--- src/rtl/intra_recon_stream_if.sv ---
// Block command, residue and reconstructed-row handshakes
// of the intra reconstruction stream.
interface intra_recon_stream_if #(
    parameter int N  = 16,
    parameter int BD = 8
);
    logic                    start;
    logic [1:0]              mode;
    logic                    top_avail;
    logic                    left_avail;
    logic [N*BD-1:0]         toppixels;
    logic [N*BD-1:0]         leftpixels;
    logic                    busy;
    logic                    res_valid;
    logic                    res_ready;
    logic [N*(BD+1)-1:0]     res_row;
    logic                    out_valid;
    logic                    out_ready;
    logic [N*BD-1:0]         out_row;
    logic                    out_last;
    logic                    done;

    modport master (
        output start, mode, top_avail, left_avail,
        output toppixels, leftpixels,
        output res_valid, res_row, out_ready,
        input  busy, res_ready, out_valid,
        input  out_row, out_last, done
    );

    modport slave (
        input  start, mode, top_avail, left_avail,
        input  toppixels, leftpixels,
        input  res_valid, res_row, out_ready,
        output busy, res_ready, out_valid,
        output out_row, out_last, done
    );
endinterface

--- src/rtl/intra_recon_stream.sv ---
// Intra reconstruction: V/H/DC prediction plus residue,
// clipped, streamed one row per handshake.
module intra_recon_stream #(
    parameter int N  = 16,
    parameter int BD = 8
) (
    input logic                 clk,
    input logic                 reset,
    intra_recon_stream_if.slave bus
);
    localparam int LN = $clog2(N);
    localparam int SW = BD + LN;
    localparam logic [BD-1:0] HALF = BD'(1 << (BD - 1));
    localparam logic [BD-1:0] PMAX = '1;
    localparam logic [LN:0]   NR   = (LN + 1)'(N);
    localparam logic [LN:0]   NRL  = (LN + 1)'(N - 1);
    localparam logic [LN-1:0] KL   = LN'(N - 1);

    typedef enum logic [1:0] {IDLE, ACC, ROWS, DONE} state_t;

    state_t          r_state;
    state_t          w_next;
    logic [1:0]      r_mode;
    logic            r_tav;
    logic            r_lav;
    logic [N*BD-1:0] r_top;
    logic [N*BD-1:0] r_left;
    logic [SW-1:0]   r_sumT;
    logic [SW-1:0]   r_sumL;
    logic [LN-1:0]   r_k;
    logic [BD-1:0]   r_dc;
    logic [LN:0]     r_rin;
    logic            r_ov;
    logic            r_last;
    logic [N*BD-1:0] r_out;

    logic [BD-1:0]   w_top  [N];
    logic [BD-1:0]   w_left [N];
    logic [SW-1:0]   w_sT;
    logic [SW-1:0]   w_sL;
    logic [SW+1:0]   w_tot;
    logic [BD-1:0]   w_dc;
    logic            w_start;
    logic            w_rdy;
    logic            w_acc;
    logic            w_ohs;
    logic [N*BD-1:0] w_rec;

    always_comb begin
        for (int i = 0; i < N; i++) begin
            w_top[i]  = r_top[i*BD +: BD];
            w_left[i] = r_left[i*BD +: BD];
        end
    end

    assign w_sT = r_sumT + SW'(w_top[r_k]);
    assign w_sL = r_sumL + SW'(w_left[r_k]);

    // Rounded mean over whichever neighbour edges are present
    always_comb begin
        w_tot = '0;
        w_dc  = HALF;
        if (r_tav && r_lav) begin
            w_tot = (SW + 2)'(w_sT) + (SW + 2)'(w_sL)
                  + (SW + 2)'(N);
            w_dc  = BD'(w_tot >> (LN + 1));
        end else if (r_tav) begin
            w_tot = (SW + 2)'(w_sT) + (SW + 2)'(N / 2);
            w_dc  = BD'(w_tot >> LN);
        end else if (r_lav) begin
            w_tot = (SW + 2)'(w_sL) + (SW + 2)'(N / 2);
            w_dc  = BD'(w_tot >> LN);
        end
    end

    assign w_start = (r_state == IDLE) && bus.start;
    assign w_rdy   = (r_state == ROWS)
                   && (!r_ov || bus.out_ready)
                   && (r_rin != NR);
    assign w_acc   = w_rdy && bus.res_valid;
    assign w_ohs   = r_ov && bus.out_ready;

    always_comb begin
        logic [BD-1:0] v_p;
        logic [BD:0]   v_r;
        logic [BD+1:0] v_s;
        v_p   = '0;
        v_r   = '0;
        v_s   = '0;
        w_rec = '0;
        for (int j = 0; j < N; j++) begin
            unique case (r_mode)
                2'd0:    v_p = r_tav ? w_top[j] : HALF;
                2'd1:    v_p = r_lav ? w_left[r_rin[LN-1:0]] : HALF;
                default: v_p = r_dc;
            endcase
            v_r = bus.res_row[j*(BD+1) +: BD+1];
            v_s = {2'b00, v_p} + {v_r[BD], v_r};
            if (v_s[BD+1])
                w_rec[j*BD +: BD] = '0;
            else if (v_s[BD])
                w_rec[j*BD +: BD] = PMAX;
            else
                w_rec[j*BD +: BD] = v_s[BD-1:0];
        end
    end

    always_ff @(posedge clk) begin
        if (reset)
            r_state <= IDLE;
        else
            r_state <= w_next;
    end

    always_comb begin
        w_next = r_state;
        unique case (r_state)
            IDLE: if (bus.start) w_next = bus.mode[1] ? ACC : ROWS;
            ACC:  if (r_k == KL) w_next = ROWS;
            ROWS: if (w_ohs && r_last) w_next = DONE;
            DONE: w_next = IDLE;
            default: w_next = IDLE;
        endcase
    end

    always_ff @(posedge clk) begin
        if (reset) begin
            r_mode <= '0;
            r_tav  <= 1'b0;
            r_lav  <= 1'b0;
            r_top  <= '0;
            r_left <= '0;
            r_sumT <= '0;
            r_sumL <= '0;
            r_k    <= '0;
            r_dc   <= '0;
            r_rin  <= '0;
            r_ov   <= 1'b0;
            r_last <= 1'b0;
            r_out  <= '0;
        end else begin
            if (w_start) begin
                r_mode <= bus.mode;
                r_tav  <= bus.top_avail;
                r_lav  <= bus.left_avail;
                r_top  <= bus.toppixels;
                r_left <= bus.leftpixels;
                r_sumT <= '0;
                r_sumL <= '0;
                r_k    <= '0;
                r_rin  <= '0;
            end
            if (r_state == ACC) begin
                r_sumT <= w_sT;
                r_sumL <= w_sL;
                r_k    <= r_k + LN'(1);
                if (r_k == KL)
                    r_dc <= w_dc;
            end
            if (w_acc) begin
                r_out  <= w_rec;
                r_ov   <= 1'b1;
                r_last <= (r_rin == NRL);
                r_rin  <= r_rin + (LN + 1)'(1);
            end else if (w_ohs) begin
                r_ov   <= 1'b0;
                r_last <= 1'b0;
            end
        end
    end

    assign bus.busy      = (r_state != IDLE);
    assign bus.res_ready = w_rdy;
    assign bus.out_valid = r_ov;
    assign bus.out_row   = r_out;
    assign bus.out_last  = r_last;
    assign bus.done      = (r_state == DONE);
endmodule

--- src/flat_wrapper.sv ---
// flat-port wrapper written by rule: the top's interface ports become plain ports
module intra_recon_stream_flat 
#(
    parameter int N  = 16,
    parameter int BD = 8
)
  (clk, reset, bus_start, bus_mode, bus_top_avail, bus_left_avail, bus_toppixels, bus_leftpixels, bus_res_valid, bus_res_row, bus_out_ready, bus_busy, bus_res_ready, bus_out_valid, bus_out_row, bus_out_last, bus_done);
  intra_recon_stream_if #(.N(N), .BD(BD)) bus_i ();
  input logic clk;
  input logic reset;
  input wire logic [$bits(bus_i.start)-1:0] bus_start;
  input wire logic [$bits(bus_i.mode)-1:0] bus_mode;
  input wire logic [$bits(bus_i.top_avail)-1:0] bus_top_avail;
  input wire logic [$bits(bus_i.left_avail)-1:0] bus_left_avail;
  input wire logic [$bits(bus_i.toppixels)-1:0] bus_toppixels;
  input wire logic [$bits(bus_i.leftpixels)-1:0] bus_leftpixels;
  input wire logic [$bits(bus_i.res_valid)-1:0] bus_res_valid;
  input wire logic [$bits(bus_i.res_row)-1:0] bus_res_row;
  input wire logic [$bits(bus_i.out_ready)-1:0] bus_out_ready;
  output wire logic [$bits(bus_i.busy)-1:0] bus_busy;
  output wire logic [$bits(bus_i.res_ready)-1:0] bus_res_ready;
  output wire logic [$bits(bus_i.out_valid)-1:0] bus_out_valid;
  output wire logic [$bits(bus_i.out_row)-1:0] bus_out_row;
  output wire logic [$bits(bus_i.out_last)-1:0] bus_out_last;
  output wire logic [$bits(bus_i.done)-1:0] bus_done;
  assign bus_i.start = bus_start;
  assign bus_i.mode = bus_mode;
  assign bus_i.top_avail = bus_top_avail;
  assign bus_i.left_avail = bus_left_avail;
  assign bus_i.toppixels = bus_toppixels;
  assign bus_i.leftpixels = bus_leftpixels;
  assign bus_i.res_valid = bus_res_valid;
  assign bus_i.res_row = bus_res_row;
  assign bus_i.out_ready = bus_out_ready;
  assign bus_busy = bus_i.busy;
  assign bus_res_ready = bus_i.res_ready;
  assign bus_out_valid = bus_i.out_valid;
  assign bus_out_row = bus_i.out_row;
  assign bus_out_last = bus_i.out_last;
  assign bus_done = bus_i.done;
  intra_recon_stream #(.N(N), .BD(BD)) u_core (.clk(clk), .reset(reset), .bus(bus_i));
endmodule
--- config.mk ---
export PLATFORM = sky130hd
export DESIGN_NAME = intra_recon_stream_flat
export DESIGN_NICKNAME = d
export VERILOG_FILES = /design/src/rtl/intra_recon_stream_if.sv /design/src/rtl/intra_recon_stream.sv /design/src/flat_wrapper.sv
export SDC_FILE = /design/constraint.sdc
export NUM_CORES = 2
export LEC_CHECK = 0
export CAP_MARGIN = 20
export CORE_UTILIZATION = 57
export DETAILED_ROUTE_END_ITERATION = 10
export PLACE_DENSITY = 0.88
export REMOVE_ABC_BUFFERS = 1
export SLEW_MARGIN = 25
export SYNTH_ARGS = -nofsm -noshare
export SYNTH_HDL_FRONTEND = slang
export SYNTH_SLANG_ARGS = --single-unit
--- constraint.sdc ---
create_clock -name clk -period 11.91 [get_ports clk]
set_input_delay 1.7865 -clock clk [delete_from_list [all_inputs] [get_ports clk]]
set_output_delay 1.7865 -clock clk [all_outputs]
set_load 0.01 [all_outputs]
==> results.py <==
metrics = {
    "status": {
        "outcome": "finished, final reports clean",
    },
    "route": {
        "vias": 26800,
        "routed_wl_um": 93900,
        "detail-route-antenna-nets": 0,
        "drtIter0Drc": 3244,
        "drtPass1Iterations": 8,
        "drc": 0,
        "wl_per_cell_um": 21.8,
        "viasPerCell": 6.20,
    },
    "yosys": {
        "postSynthCellCount": 3250,
        "synth.distinct_cells": 69,
        "yosys.area.top_type_share_pct": 33.0,
        "synth_area_per_cell_um2": 8.08,
        "synth_top_flop_cell": "dfxtp_1",
        "netlist_area_um2": 26300,
        "async_flop_share_pct": 0,
        "synth-edff-count": 0,
        "yosysWarnings": 0,
        "synth_top_area_cell": "dfxtp_1",
        "seq_area_frac_synth_pct": 33.0,
        "synth_area_leaders": "dfxtp_1, a21oi_1, nand2_1",
        "synth_seq_cells": 433,
    },
    "setup_path": {
        "worstSetupPathType": "reg2reg",
        "cp-startpoint": "u_core.r_k[0]$_SDFFE_PP0P_",
        "worstSetupEndpointType": "flip-flop",
        "crit_arrival_ns": 6.51,
        "regToRegSetupSlack_ns": 5.87,
        "reg2reg_from": "u_core.r_k[0]$_SDFFE_PP0P_",
        "required_ns": 12.38,
        "reg2reg_to": "u_core.r_dc[7]$_SDFFE_PP0P_",
        "worstRegToRegCells": 18,
        "critPathLaunchType": "flip-flop",
        "worst-path-max-fanout": 51,
    },
    "cells_and_area": {
        "nNetsFinal": 4263,
        "area_growth_pct": 28.2,
        "final_layout_size_suffix_gt1_share_pct": 7.01,
    },
    "timing": {
        "finalSetupViolations": 0,
        "rsz0062_at_grt": "false",
        "fmax_ghz": 0.166,
        "skew_ns": 0.0354,
        "slew_viol_final": 0,
        "hold_viol": 0,
        "setup-tns-final_ns": 0,
        "period_needed_ns": 6.04,
        "fin_crit_sh_pct": 50.7,
        "worst_slack_ns": 5.87,
        "worstMarginPinSlew_ns": 1.20,
        "timing.slew.headroom_pct": 19.8,
    },
    "cts": {
        "cts_buffers": 48,
        "postCtsHoldBufs": 0,
        "htreeDepth": 2,
        "cts.clk_slew.worst_paths_ns": 0.06,
        "cts_resized": 0,
        "cts.sinks": 433,
        "postCtsSetupBuffers": 0,
        "cts_root_buf": "clkbuf_16",
        "clkLatencyLatePin_ns": 0.63,
        "clock_path_buffers": 3,
        "cts_tree": "built",
    },
    "placement": {
        "gp_congestion": 0.975,
        "pre_cts_ws_ns": 5.59,
        "portBuffers": 541,
        "hpwl_um": 68300,
    },
    "grt": {
        "track_usage_pct": 38.9,
        "antenna_found_initial": 23,
        "grt_pass1_wl_um": 142000,
        "grt_pass1_vias": 25300,
        "gr-total-overflow": 0,
        "grt_max_degree": 227,
    },
    "run": {
        "maxCapViolations": 0,
    },
    "hold_path": {
        "whs_endpoint": "u_core.bus.out_row[48]$_SDFFE_PP0P_",
        "min_path_cells": 2,
        "hold_path_class": "reg2reg",
        "hp-start": "u_core.bus.out_row[48]$_SDFFE_PP0P_",
    },
    "floorplanning": {
        "die_w_um": 217,
        "io_pins": 542,
        "start_util_pct": 57.9,
        "chipHeight_um": 217,
        "dieArea_um2": 47000,
        "row_count": 78,
        "core-area_um2": 45400,
    },
    "power": {
        "p_leak_nw": 12.8,
        "power.total_mw": 5.77,
        "peakVddDrop_uv": 158,
        "power_density_nw_per_um2": 171,
    },
}
==> how the worst max path moves through the flow <==
stage / to / depth (start not counted)
after floorplan: u_core.r_sumT[9]$_SDFFE_PP0P_ / 5
final: u_core.r_dc[7]$_SDFFE_PP0P_ / 18
after CTS: u_core.r_dc[7]$_SDFFE_PP0P_ / 18
after global routing: u_core.r_dc[6]$_SDFFE_PP0P_ / 18
after global placement: u_core.r_dc[7]$_SDFFE_PP0P_ / 18
after detailed placement: u_core.r_dc[7]$_SDFFE_PP0P_ / 18
==> power breakdown <==
part	switching [mW]	total [mW]	internal (mW)	leakage [nW]
logic	1.33	2.29	0.964	8.39
clock network	0.647	1.60	0.957	0.832
registers	0.205	1.87	1.66	3.54
total	2.18	5.77	3.59	12.8
==> worst max-delay path, stage by stage (launching register included) <==
cell and delay, ns:
dfxtp_4 0.58, buf_6 0.61, mux4_2 0.60, mux4_2 0.50, ha_1 0.24, fa_1 0.44
a21o_1 0.20, and4_4 0.19, or4_4 0.52, and3b_1 0.23, or2_1 0.25, ha_1 0.31
ha_1 0.33, o211ai_1 0.11, nand2_1 0.13, a31oi_1 0.21, xor2_1 0.16, o22a_1 0.14
a31oi_1 0.07
==> cells in the mapped netlist, types with 40 or more instances <==
cell	number
nand2_1	802
nor2b_1	46
o21ai_0	163
a21oi_1	607
mux4_2	120
a21o_1	40
xnor2_1	112
ha_1	175
inv_1	63
clkbuf_1	167
dfxtp_1	433
o21a_1	52
nor2_1	148
==> placed cells by master (no fill, tap or decap), types with 5 or more instances in the layout <==
cell type | synthesis | layout
nor2b_2 | 0 | 5
a21oi_1 | 607 | 607
o21a_1 | 52 | 52
nand4_1 | 6 | 6
clkbuf_16 | 0 | 48
fa_1 | 18 | 18
o211ai_1 | 18 | 18
a21o_1 | 40 | 40
and2_1 | 5 | 5
mux4_2 | 120 | 120
nor2_1 | 148 | 146
a211oi_1 | 16 | 16
buf_4 | 5 | 24
clkbuf_1 | 167 | 10
o21ai_0 | 163 | 163
or3_1 | 15 | 15
xnor2_1 | 112 | 112
diode_2 | 0 | 18
o21ai_1 | 8 | 8
nand3_1 | 18 | 18
bufinv_16 | 0 | 6
clkdlybuf4s50_1 | 0 | 540
a31oi_1 | 19 | 19
xor2_1 | 28 | 28
ha_1 | 175 | 175
clkbuf_8 | 0 | 13
dfxtp_1 | 433 | 428
a21oi_2 | 7 | 6
nand2b_1 | 6 | 6
o41ai_1 | 16 | 16
nor3b_1 | 7 | 7
nand2_1 | 802 | 800
nor2b_1 | 46 | 39
inv_1 | 63 | 63
nor3_1 | 33 | 33
==> layout make-up <==
cell class / count / area [um2]
Tap cell: 600 / 751
Timing Repair Buffer: 568 / 5650
Clock inverter: 14 / 283
Clock buffer: 71 / 1420
Sequential cell: 433 / 8680
Antenna cell: 18 / 45.0
Multi-Input combinational cell: 2546 / 16600
Inverter: 64 / 240
Fill cell: 3317 / 11700
==> per-layer routing <==
layer | wire length (um) | up-vias | global-route usage (%)
li1 | - | 12200 | -
met1 | 35100 | 12500 | 48.9
met2 | 42500 | 1662 | 61.8
met3 | 10700 | 356 | 9.47
met4 | 5480 | 12 | 20.8
met5 | 75 | - | 0
==> through the flow <==
stage / instance area (um2) / hold WS (ns) / cells / util (%)
after global routing: 33700 / 0.464 / 4313 / 74.2
final: 33700 / 0.449 / 4314 / 74.2
after global placement: 31900 / 0.438 / 4210 / 70.3
after detailed placement: 31900 / 0.443 / 4210 / 70.3
after CTS: 33600 / 0.450 / 4295 / 74.1
after floorplan: 25500 / 0.437 / 3043 / -
==> state kept, by name, summed over array words and instances, names as in the netlist, 2 cells and up <==
name                flops
u_core.r_rin            5
u_core.r_left         128
u_core.r_dc             8
u_core.r_sumL          12
u_core.r_top          128
u_core.bus.out_row    128
u_core.r_state          2
u_core.r_k              4
u_core.r_sumT          12
u_core.r_mode           2
==> logic make-up (layout without fill, tap and decap cells) <==
group,count (synthesis),in the layout,share of synthesized area [%]
AOI/OAI and AO/OA,981,981,20.9
xor gates and xnor gates,140,140,4.67
adders and majority gates,193,193,9.71
buffers and inverters,271,717,4.00
DFF,433,433,33.0
muxes,124,124,10.4
other,0,18,0
and+or+nand+nor,1108,1108,17.3
No activity file was read; power rests on OpenSTA's default activity.
